**src/rtl/send_queue.sv**
```systemverilog
// Transmit FIFO feeding sendFrame: buffers host words and issues one start per framer ready episode.
// Optional occupancy output `level` is built when SEND_QUEUE_LEVEL_EN is defined.
module send_queue #(
  parameter int WIDTH      = 8,
  parameter int DEPTH_LOG2 = 3
) (
  input  logic                  clock,
  input  logic                  reset_n,
  input  logic                  push,
  input  logic [WIDTH-1:0]      push_data,
  output logic                  full,
  output logic                  empty,
  input  logic                  frame_ready_next,
  output logic                  start,
  output logic [WIDTH-1:0]      data
`ifdef SEND_QUEUE_LEVEL_EN
  ,
  output logic [DEPTH_LOG2:0]   level
`endif
);

  localparam int DEPTH = 1 << DEPTH_LOG2;
  localparam logic [DEPTH_LOG2:0] PTR_ONE = {{DEPTH_LOG2{1'b0}}, 1'b1};
  localparam logic [DEPTH_LOG2:0] PTR_MSB = {1'b1, {DEPTH_LOG2{1'b0}}};

  typedef enum logic [1:0] {
    IDLE     = 2'd0,
    ISSUE    = 2'd1,
    WAIT_LOW = 2'd2
  } drainState_t;

  drainState_t stateReg, stateNext;

  logic [WIDTH-1:0]    mem [DEPTH];
  logic [DEPTH_LOG2:0] wrReg, rdReg;
  logic [DEPTH_LOG2:0] wrNext, rdNext;
  logic                pushOk, popOk;

  assign empty  = (wrReg == rdReg);
  assign full   = ((wrReg ^ rdReg) == PTR_MSB);
  assign pushOk = push && !full;
  assign popOk  = (stateReg == IDLE) && !empty && frame_ready_next;
  assign wrNext = pushOk ? wrReg + PTR_ONE : wrReg;
  assign rdNext = popOk  ? rdReg + PTR_ONE : rdReg;

  // WAIT_LOW holds off until ready drops so one ready level never admits two words.
  always_comb begin
    stateNext = stateReg;
    start     = 1'b0;
    case (stateReg)
      IDLE:     if (popOk) stateNext = ISSUE;
      ISSUE: begin
        start     = 1'b1;
        stateNext = WAIT_LOW;
      end
      WAIT_LOW: if (!frame_ready_next) stateNext = IDLE;
      default:  stateNext = IDLE;
    endcase
  end

  // Storage is not reset; only the pointers define which entries are valid.
  always_ff @(posedge clock) begin
    if (pushOk) mem[wrReg[DEPTH_LOG2-1:0]] <= push_data;
  end

  always_ff @(posedge clock) begin
    if (!reset_n) begin
      stateReg <= IDLE;
      wrReg    <= '0;
      rdReg    <= '0;
      data     <= '0;
    end else begin
      stateReg <= stateNext;
      wrReg    <= wrNext;
      rdReg    <= rdNext;
      if (popOk) data <= mem[rdReg[DEPTH_LOG2-1:0]];
    end
  end

`ifdef SEND_QUEUE_LEVEL_EN
  logic [DEPTH_LOG2:0] levelReg;

  always_ff @(posedge clock) begin
    if (!reset_n) levelReg <= '0;
    else          levelReg <= wrNext - rdNext;
  end

  assign level = levelReg;
`endif

endmodule

```
**config.mk**
```make
export PLATFORM = sky130hd
export DESIGN_NAME = send_queue
export DESIGN_NICKNAME = d
export VERILOG_FILES = /design/src/rtl/send_queue.sv
export SDC_FILE = /design/constraint.sdc
export NUM_CORES = 1
export LEC_CHECK = 0
export CORE_MARGIN = 2
export CORE_UTILIZATION = 60
export DETAILED_ROUTE_END_ITERATION = 8
export HOLD_SLACK_MARGIN = 0.12
export PLACE_DENSITY = 0.81
export SYNTH_ARGS = -nofsm -noshare
export SYNTH_HDL_FRONTEND = slang
export SYNTH_SLANG_ARGS = --single-unit
```
**constraint.sdc**
```tcl
create_clock -name clock -period 5.8 [get_ports clock]
set_clock_uncertainty 0.1 [all_clocks]
set_input_delay 1.16 -clock clock [delete_from_list [all_inputs] [get_ports clock]]
set_output_delay 1.16 -clock clock [all_outputs]
set_load 0.01 [all_outputs]
```
# [Word-level counts from Yosys, hierarchy flattened]
# Memories as Yosys holds them, arrays and structs flattened. A register that Yosys moved wholly into a read port is not among the register bits.
# Cells that the tools add are included.
[word_totals] regBits=10 ramBits=64 inputBits=12 out_inout_bits=11 word_cells=27 n_memories=1
[mem_list] memory="mem" depth=8 width=8 read_ports=1 rd_clocked_by_memory_dff=1 write_ports=1 line="34" rtl="logic [WIDTH-1:0] mem [DEPTH];"
[op_classes] n_addsub=2 n_eq_ne=6 n_mux=6 bitwise=1 n_reduce_logical=8
[op_table] operator="4-bit by 1-bit adder with 4-bit output, second input constant" n=2
[op_table] operator="2-bit case mux with 3 select lines" n=1
[op_table] operator="4-bit equality test" n=1
[op_table] operator="4-bit equality test, second input constant" n=1
[op_table] operator="2-bit two-way mux" n=2
[op_table] operator="2-bit inequality test, second input constant" n=2
[op_table] operator="4-bit bitwise XOR" n=1
[op_table] operator="1-bit logical AND" n=3
[op_table] operator="1-bit zero test" n=3
[op_table] operator="1-bit two-way mux" n=3
[op_table] operator="2-bit by 1-bit equality test with 1-bit output, second input constant" n=1
[op_table] operator="2-bit equality test, second input constant" n=1
[op_table] operator="2-bit zero test" n=1
[op_table] operator="2-bit AND reduction" n=1

# [Logic depth before layout (Yosys ltp)]
# Gate-level depths: netlist (run 1).
[depth] ltp_word=6 ltp_mapped=6 mapped_depth_nobuf=4

# [Worst setup path before layout (run 1)]
# OpenSTA, ideal clock, no wires.
[synth_path] kind="input -> register" start="input push" end="memory mem[4][0], enable pin" setup_ns=0.383 t_arrival_ns=2.166 required_time_ns=5.317 setup_slack_ns=3.151 cell_stages=3 n_path_buf=0 cell_sequence="o41ai_4 > or2_2 > nor3_1"
[synth_between] elab_chain_cells=3
[synth_rtl] item="from (decl)" line="9" rtl="input logic push,"
[synth_rtl] item="1-bit logical AND" line="41" rtl="assign pushOk = push && !full;"
[synth_rtl] item="1-bit two-way mux" line="63" rtl="if (pushOk) mem[wrReg[DEPTH_LOG2-1:0]] <= push_data;"
[synth_rtl] item="1-bit two-way mux (implied by the code)" line="63"
[synth_rtl] item="to (decl)" line="34"
# No other way between the ends.

# [Final worst setup path (run 1)]
[layout_path] start="register rdReg[2]" end="output full"
[layout_between] elab_chain_cells=2
[layout_rtl] item="from (decl)" line="35" rtl="logic [DEPTH_LOG2:0] wrReg, rdReg;"
[layout_rtl] item="from (signal assigned)" line="75" rtl="rdReg <= rdNext;"
[layout_rtl] item="4-bit bitwise XOR" line="40" rtl="assign full = ((wrReg ^ rdReg) == PTR_MSB);"
[layout_rtl] item="4-bit equality test" line="40"
[layout_rtl] item="to (decl)" line="11" rtl="output logic full,"
# No other way between the ends.

==> flow_summary_export.csv, run 1 <==
group,metric,value,unit
cts,post_cts.resized_instances,0,
cts,postCtsSetupBuffers,0,
finish,drive_above_1_share,17.4,%
hold_path,worst_hold_path_type,"flip-flop to flip-flop",
synth,yosys_register_bits,82,
finish,finish.net_count,228,
detailed_routing,via_total_after_detailed_routing,1701,
worst_setup_path,crit_path_end_kind,"primary output",
sta,tightestPinTransition,1140,ps
synth,synthTopCellsByArea,"edfxtp_1, dfxtp_1, mux4_2",
sta,timing.final.crit_share,65.2,%
global_routing,grt_start_max_net_pins,25,
finish,synthToLayoutAreaGrowth,14.7,%
worst_setup_path,r2r.worst_path.cells,4,
finish,finalInstanceArea,0.00373,mm2
sta,setup_violations,0,
floorplanning,core_region_area,0.00517,mm2
place,place_congestion,0.746,
synth,post-synth-top-count-cell,"edfxtp_1",
detailed_routing,routed_via_density,5.89,
worst_setup_path,r2r_start,"rdReg[1]",
floorplanning,floorplan.io_pins,23,
synth,cell_variety_after_synth,35,
global_routing,grt_first_pass_wirelength,9410,um
synth,synth_enable_flop_cells,64,
worst_setup_path,cp_slowest_cell,"dfxtp_1",
worst_setup_path,required_time_of_the_worst_setup_path,4540,ps
detailed_routing,drt_iter0_drc,164,
worst_setup_path,r2r-end,"mem[4][7]",
flow_run,cap_viol_max_count,0,
synth,syn_area_per_cell,17.3,um2
cts,cts_tree,"built",
cts,clockBufferDepth,2,
worst_setup_path,cp_max_fo,12,
detailed_routing,remaining_drc_errors,0,
worst_setup_path,critical_path.top_delay_family,"flip-flops",
cts,clk_pin_slew_worst_paths,80,ps
place,placement.cell_area,0.00352,mm2
synth,count_of_mapped_cells_out_of_synthesis,188,
power_and_ir_drop,pwr_density_cell,355,mW/mm2
synth,synth_top_area_share,59.1,%
floorplanning,initial_core_utilization,62.9,%
power_and_ir_drop,power_leakage,1.23,nW
floorplanning,die-area,0.00602,mm2
synth,mappedNetlistNets,202,
power_and_ir_drop,ir_drop,0.310,mV
synth,synth_warn,0,
worst_setup_path,timing.reg2reg.setup_slack,2550,ps
sta,fmax,0.265,GHz
sta,totalNegativeSetupSlack,0,ps
synth,synth.cells.most_frequent,"edfxtp_1, dfxtp_1, mux4_2",
place,dpl.hpwl,3560,um
global_routing,grt.total_usage,21.9,%
sta,slew_viol_final,0,
cts,clk_root_buffer_cell,"clkbuf_8",
cts,clock_latency,340,ps
worst_setup_path,startpoint,"rdReg[2]",
finish,fin_cells,289,
global_routing,first_global_vias,1757,
place,numPlacedInstances,273,
synth,synth_area,0.00325,mm2
sta,timing.final.crit_period,3780,ps
synth,sequential_cell_area_fraction_in_the_yosys_report,70.2,%
synth,ys.flop_type,"edfxtp_1",
worst_setup_path,worst_setup_path_endpoint,"full",
finish,n_fill_cell,308,
floorplanning,dieHeight,77.6,um
place,port-buffer-count,22,
floorplanning,chipWidth,77.6,um
finish,antennaDiodeCount,0,
detailed_routing,detail-route-antenna-nets,0,
worst_setup_path,crit_type,"flip-flop to primary output",
cts,cts-hold-fix-buffers,0,
global_routing,grt_overflow,0,
floorplanning,core.rowCount,26,
worst_setup_path,timing.critical_path.from_type,"flip-flop",
detailed_routing,totalWireLength,5710,um
sta,report.final.hold_viol_count,0,
worst_setup_path,critical_path.cell_chain,"xor2_1 > or2_2 > nor3_1 > clkdlybuf4s50_1",
worst_setup_path,path_depth,4,
synth,yosysTopAreaCell,"edfxtp_1",
worst_setup_path,critical_path.n_buffers_inverters,1,
synth,share_of_async_settable_or_async_resettable_flops_after_synthesis,0,%
finish,layout.core_utilization,72.1,%
cts,clkSinkCount,82,
sta,worst_hold_slack,434,ps
global_routing,antenna_found_initial,0,
sta,max-slew-margin-rel,23.5,%
cts,cts_made_buffers,9,
detailed_routing,wl_per_cell,19.7,um
cts,htree_num_levels,3,
detailed_routing,first_pass_iteration_count_of_the_detailed_router,5,
worst_setup_path,worst-endpoint-arrival,2520,ps
outcome,status,"finished, final reports clean",
worst_setup_path,cp_slowest_stage_delay,790,ps
sta,grt_setup_unrepaired,"false",
[through the flow]
stage	worst slack [ps]	power, W
6_report	2020	0.00132
5_1_grt	1880	0.00138
4_1_cts	1990	0.00134
3_5_place_dp	2240	0.000908
3_3_place_gp	2320	0.000897
2_1_floorplan	3150	0.000836
[power by group]
group	leakage (nW)	internal, W	switching [W]
logic	0.396	0.000110	0.0000972
clock network	0.107	0.000242	0.000191
registers	0.728	0.000663	0.0000207
[sequential cells by signal, summed over array words and instances (netlist names)]
register  flops
stateReg      2
rdReg         4
data          8
wrReg         4
mem          64
[worst min-delay path, cell delays in order, from the launching register on]
cell and delay (ps):
dfxtp_1 360, nand2_1 70, mux2i_1 60
[layer usage]
| layer | vias to the layer above | part of all wire (%) | global-route usage (%) |
|---|---|---|---|
| met3 | 9 | 4.5 | 6.40 |
| li1 | 776 | - | - |
| met1 | 861 | 42 | 30.2 |
| met2 | 55 | 52 | 33.9 |
| met4 | 0 | 1.8 | 7.32 |
| met5 | - | 0 | 0 |
[cell families (layout without fill, tap and decap cells)]
family | count (synthesis) | in the layout | share of synthesized area [%]
flip-flops | 82 | 82 | 70.2
buffers and inverters | 12 | 43 | 2.15
AND/OR/NAND/NOR | 35 | 35 | 5.62
AO/OA/AOI/OAI | 23 | 23 | 4.69
multiplexers | 27 | 27 | 14.5
adder cells (fa/ha/maj) | 2 | 2 | 0.769
XOR/XNOR | 7 | 7 | 2.12
[worst min path at each step]
stage	end	depth (start not counted)	from
finish	wrReg[3]	2	wrReg[3]
CTS	rdReg[3]	2	rdReg[3]
global route	data[1]	2	data[1]
floorplan	wrReg[3]	2	wrReg[3]
global placement	rdReg[3]	2	rdReg[3]
detailed placement	rdReg[3]	2	rdReg[3]
[cell usage in the layout, fill, tap and decap left out, drive strengths merged, types with 8 or more instances in the layout]
cell / instances
clkbuf: 11
o21ai: 10
mux2i: 11
edfxtp: 64
clkdlybuf4s50: 22
mux4: 16
a21oi: 8
nand2: 8
dfxtp: 18
[cell type report]
cell class	instances	area [um2]	area share [%]
Timing Repair Buffer	25	243	6.51
Inverter	2	7.51	0.201
Clock inverter	5	78.8	2.11
Tap cell	70	87.6	2.35
Sequential cell	82	2280	61.2
Multi-Input combinational cell	94	900	24.1
Clock buffer	11	131	3.52
(Power assumes the default switching activity.)
==> run 2: changes to the inputs <==
CORE_UTILIZATION = 52   (was 60)
PLACE_DENSITY = 0.75   (was 0.81)
clock period = 3.4 ns   (was 5.8 ns; I/O delays follow)
==> flow_summary_export.csv, run 2 (synthesized netlist as in run 1, its figures left out) <==
group,metric,value,unit
cts,htree_num_levels,3,
hold_path,worst_hold_path_type,"flip-flop to flip-flop",
power_and_ir_drop,ir_drop,0.318,mV
power_and_ir_drop,clockPowerShare,29.4,%
place,port-buffer-count,22,
flow_run,cap_viol_max_count,0,
worst_setup_path,required_time_of_the_worst_setup_path,2620,ps
worst_setup_path,cp_slowest_cell,"clkdlybuf4s50_1",
cts,cts-hold-fix-buffers,0,
cts,clk_pin_slew_worst_paths,70,ps
finish,most-common-layout-cells,"edfxtp_1, clkdlybuf4s50_1, dfxtp_1",
floorplanning,die-area,0.00690,mm2
place,dpl.hpwl,4010,um
worst_setup_path,worst-endpoint-arrival,2120,ps
detailed_routing,routed_via_density,5.72,
floorplanning,core.rowCount,28,
finish,fin_cells,297,
sta,tightestPinTransition,765,ps
cts,post_cts.resized_instances,0,
sta,timing.final.crit_share,85.2,%
power_and_ir_drop,pwr-share-comb,17.1,%
global_routing,grt_overflow,0,
worst_setup_path,critical_path.top_delay_family,"buffers and inverters",
global_routing,antenna_found_initial,0,
floorplanning,floorplan.io_pins,23,
worst_setup_path,timing.reg2reg.setup_slack,1020,ps
detailed_routing,totalWireLength,5820,um
sta,timing.final.crit_period,2900,ps
detailed_routing,wl_per_cell,19.6,um
detailed_routing,detail-route-antenna-nets,0,
outcome,status,"finished, final reports clean",
floorplanning,core_region_area,0.00599,mm2
worst_setup_path,cp_max_fo,8,
sta,max-slew-margin-rel,48.9,%
finish,synthToLayoutAreaGrowth,14.7,%
cts,cts_made_buffers,9,
cts,clockBufferDepth,2,
detailed_routing,remaining_drc_errors,0,
floorplanning,chipWidth,83.1,um
global_routing,first_global_vias,1798,
finish,largest_register_ffs,64,
floorplanning,dieHeight,83.1,um
sta,report.final.hold_viol_count,0,
finish,drive_above_1_share,18.5,%
worst_setup_path,critical_path.n_buffers_inverters,1,
place,place_congestion,0.767,
cts,postCtsSetupBuffers,0,
sta,grt_setup_unrepaired,"false",
worst_setup_path,critical_path.cell_chain,"xor2_2 > or2_2 > nor3_1 > clkdlybuf4s50_1",
finish,n_fill_cell,426,
worst_setup_path,crit_path_end_kind,"primary output",
cts,clock_latency,340,ps
power_and_ir_drop,p_int,0.00164,W
finish,finish.net_count,231,
detailed_routing,first_pass_iteration_count_of_the_detailed_router,4,
finish,antennaDiodeCount,0,
global_routing,grt.total_usage,18.7,%
place,numPlacedInstances,281,
worst_setup_path,crit_type,"flip-flop to primary output",
power_and_ir_drop,power_leakage,1.24,nW
power_and_ir_drop,power.switching,0.000521,W
global_routing,grt_start_max_net_pins,25,
sta,slew_viol_final,0,
sta,fmax,0.345,GHz
detailed_routing,via_total_after_detailed_routing,1699,
finish,layout_commonest_cell,"edfxtp_1",
worst_setup_path,timing.critical_path.from_type,"flip-flop",
detailed_routing,drt_iter0_drc,109,
floorplanning,initial_core_utilization,54.3,%
power_and_ir_drop,switching_share,24.1,%
cts,cts_tree,"built",
power_and_ir_drop,pwr-share-seq,53.6,%
cts,clkSinkCount,82,
worst_setup_path,cp_slowest_stage_delay,560,ps
global_routing,grt_first_pass_wirelength,9500,um
power_and_ir_drop,pwr_density_cell,580,mW/mm2
sta,setup_violations,0,
cts,clk_root_buffer_cell,"clkbuf_8",
sta,totalNegativeSetupSlack,0,ps
-- run 2: changes by cell type in the layout (fill, tap and decap cells not counted) --
cell	change
clkbuf_8	+3
clkinv_1	+1
bufinv_16	-2
buf_4	+3
clkbuf_1	-1
clkinv_4	-1
-- run 2: final timing paths --
path,depth (start not counted),start,endpoint
max reg2reg,4,wrReg[1],mem[6][7]
min,2,rdReg[3],rdReg[3]
max,4,wrReg[0],empty
min reg2reg,2,rdReg[3],rdReg[3]
-- run 2: through the flow --
stage / utilization (%) / power, W / hold WS [ps] / worst slack, ps / instance area, um2
global placement: 59.2 / 0.00154 / 391 / 774 / 3550
floorplan: - / 0.00143 / 379 / 1060 / 3250
finish: 62.3 / 0.00216 / 422 / 504 / 3730
CTS: 62.3 / 0.00219 / 421 / 486 / 3730
global route: 62.3 / 0.00227 / 447 / 364 / 3730
detailed placement: 59.2 / 0.00156 / 407 / 691 / 3550
-- run 2: routing by layer --
layer	vias to the layer above	part of all wire, %	GRT usage (%)
met5	-	0	0
met4	0	2.3	9.39
met3	14	5.0	4.57
met2	45	50	30.6
met1	857	43	23.4
li1	783	-	-
-- run 2: tightest hold or removal path, stage by stage, from the launching register on --
cell and delay, ps:
dfxtp_1 350, nand2_1 70, mux2i_1 60
-- run 2: final cells by class --
| cell class | instances | area, um2 | share of cell area (%) |
|---|---|---|---|
| Inverter | 2 | 7.51 | 0.201 |
| Tap cell | 75 | 93.8 | 2.52 |
| Clock buffer | 13 | 169 | 4.53 |
| Timing Repair Buffer | 28 | 265 | 7.11 |
| Multi-Input combinational cell | 94 | 900 | 24.1 |
| Clock inverter | 3 | 13.8 | 0.369 |
| Sequential cell | 82 | 2280 | 61.2 |
-- run 2: power by group through the flow --
stage,clock network [W],logic [W],registers (W)
after floorplan,0,0.000243,0.00118
after global placement,0,0.000361,0.00118
after detailed placement,0,0.000376,0.00118
after CTS,0.000653,0.000377,0.00116
after global routing,0.000699,0.000403,0.00116
final,0.000635,0.000369,0.00116
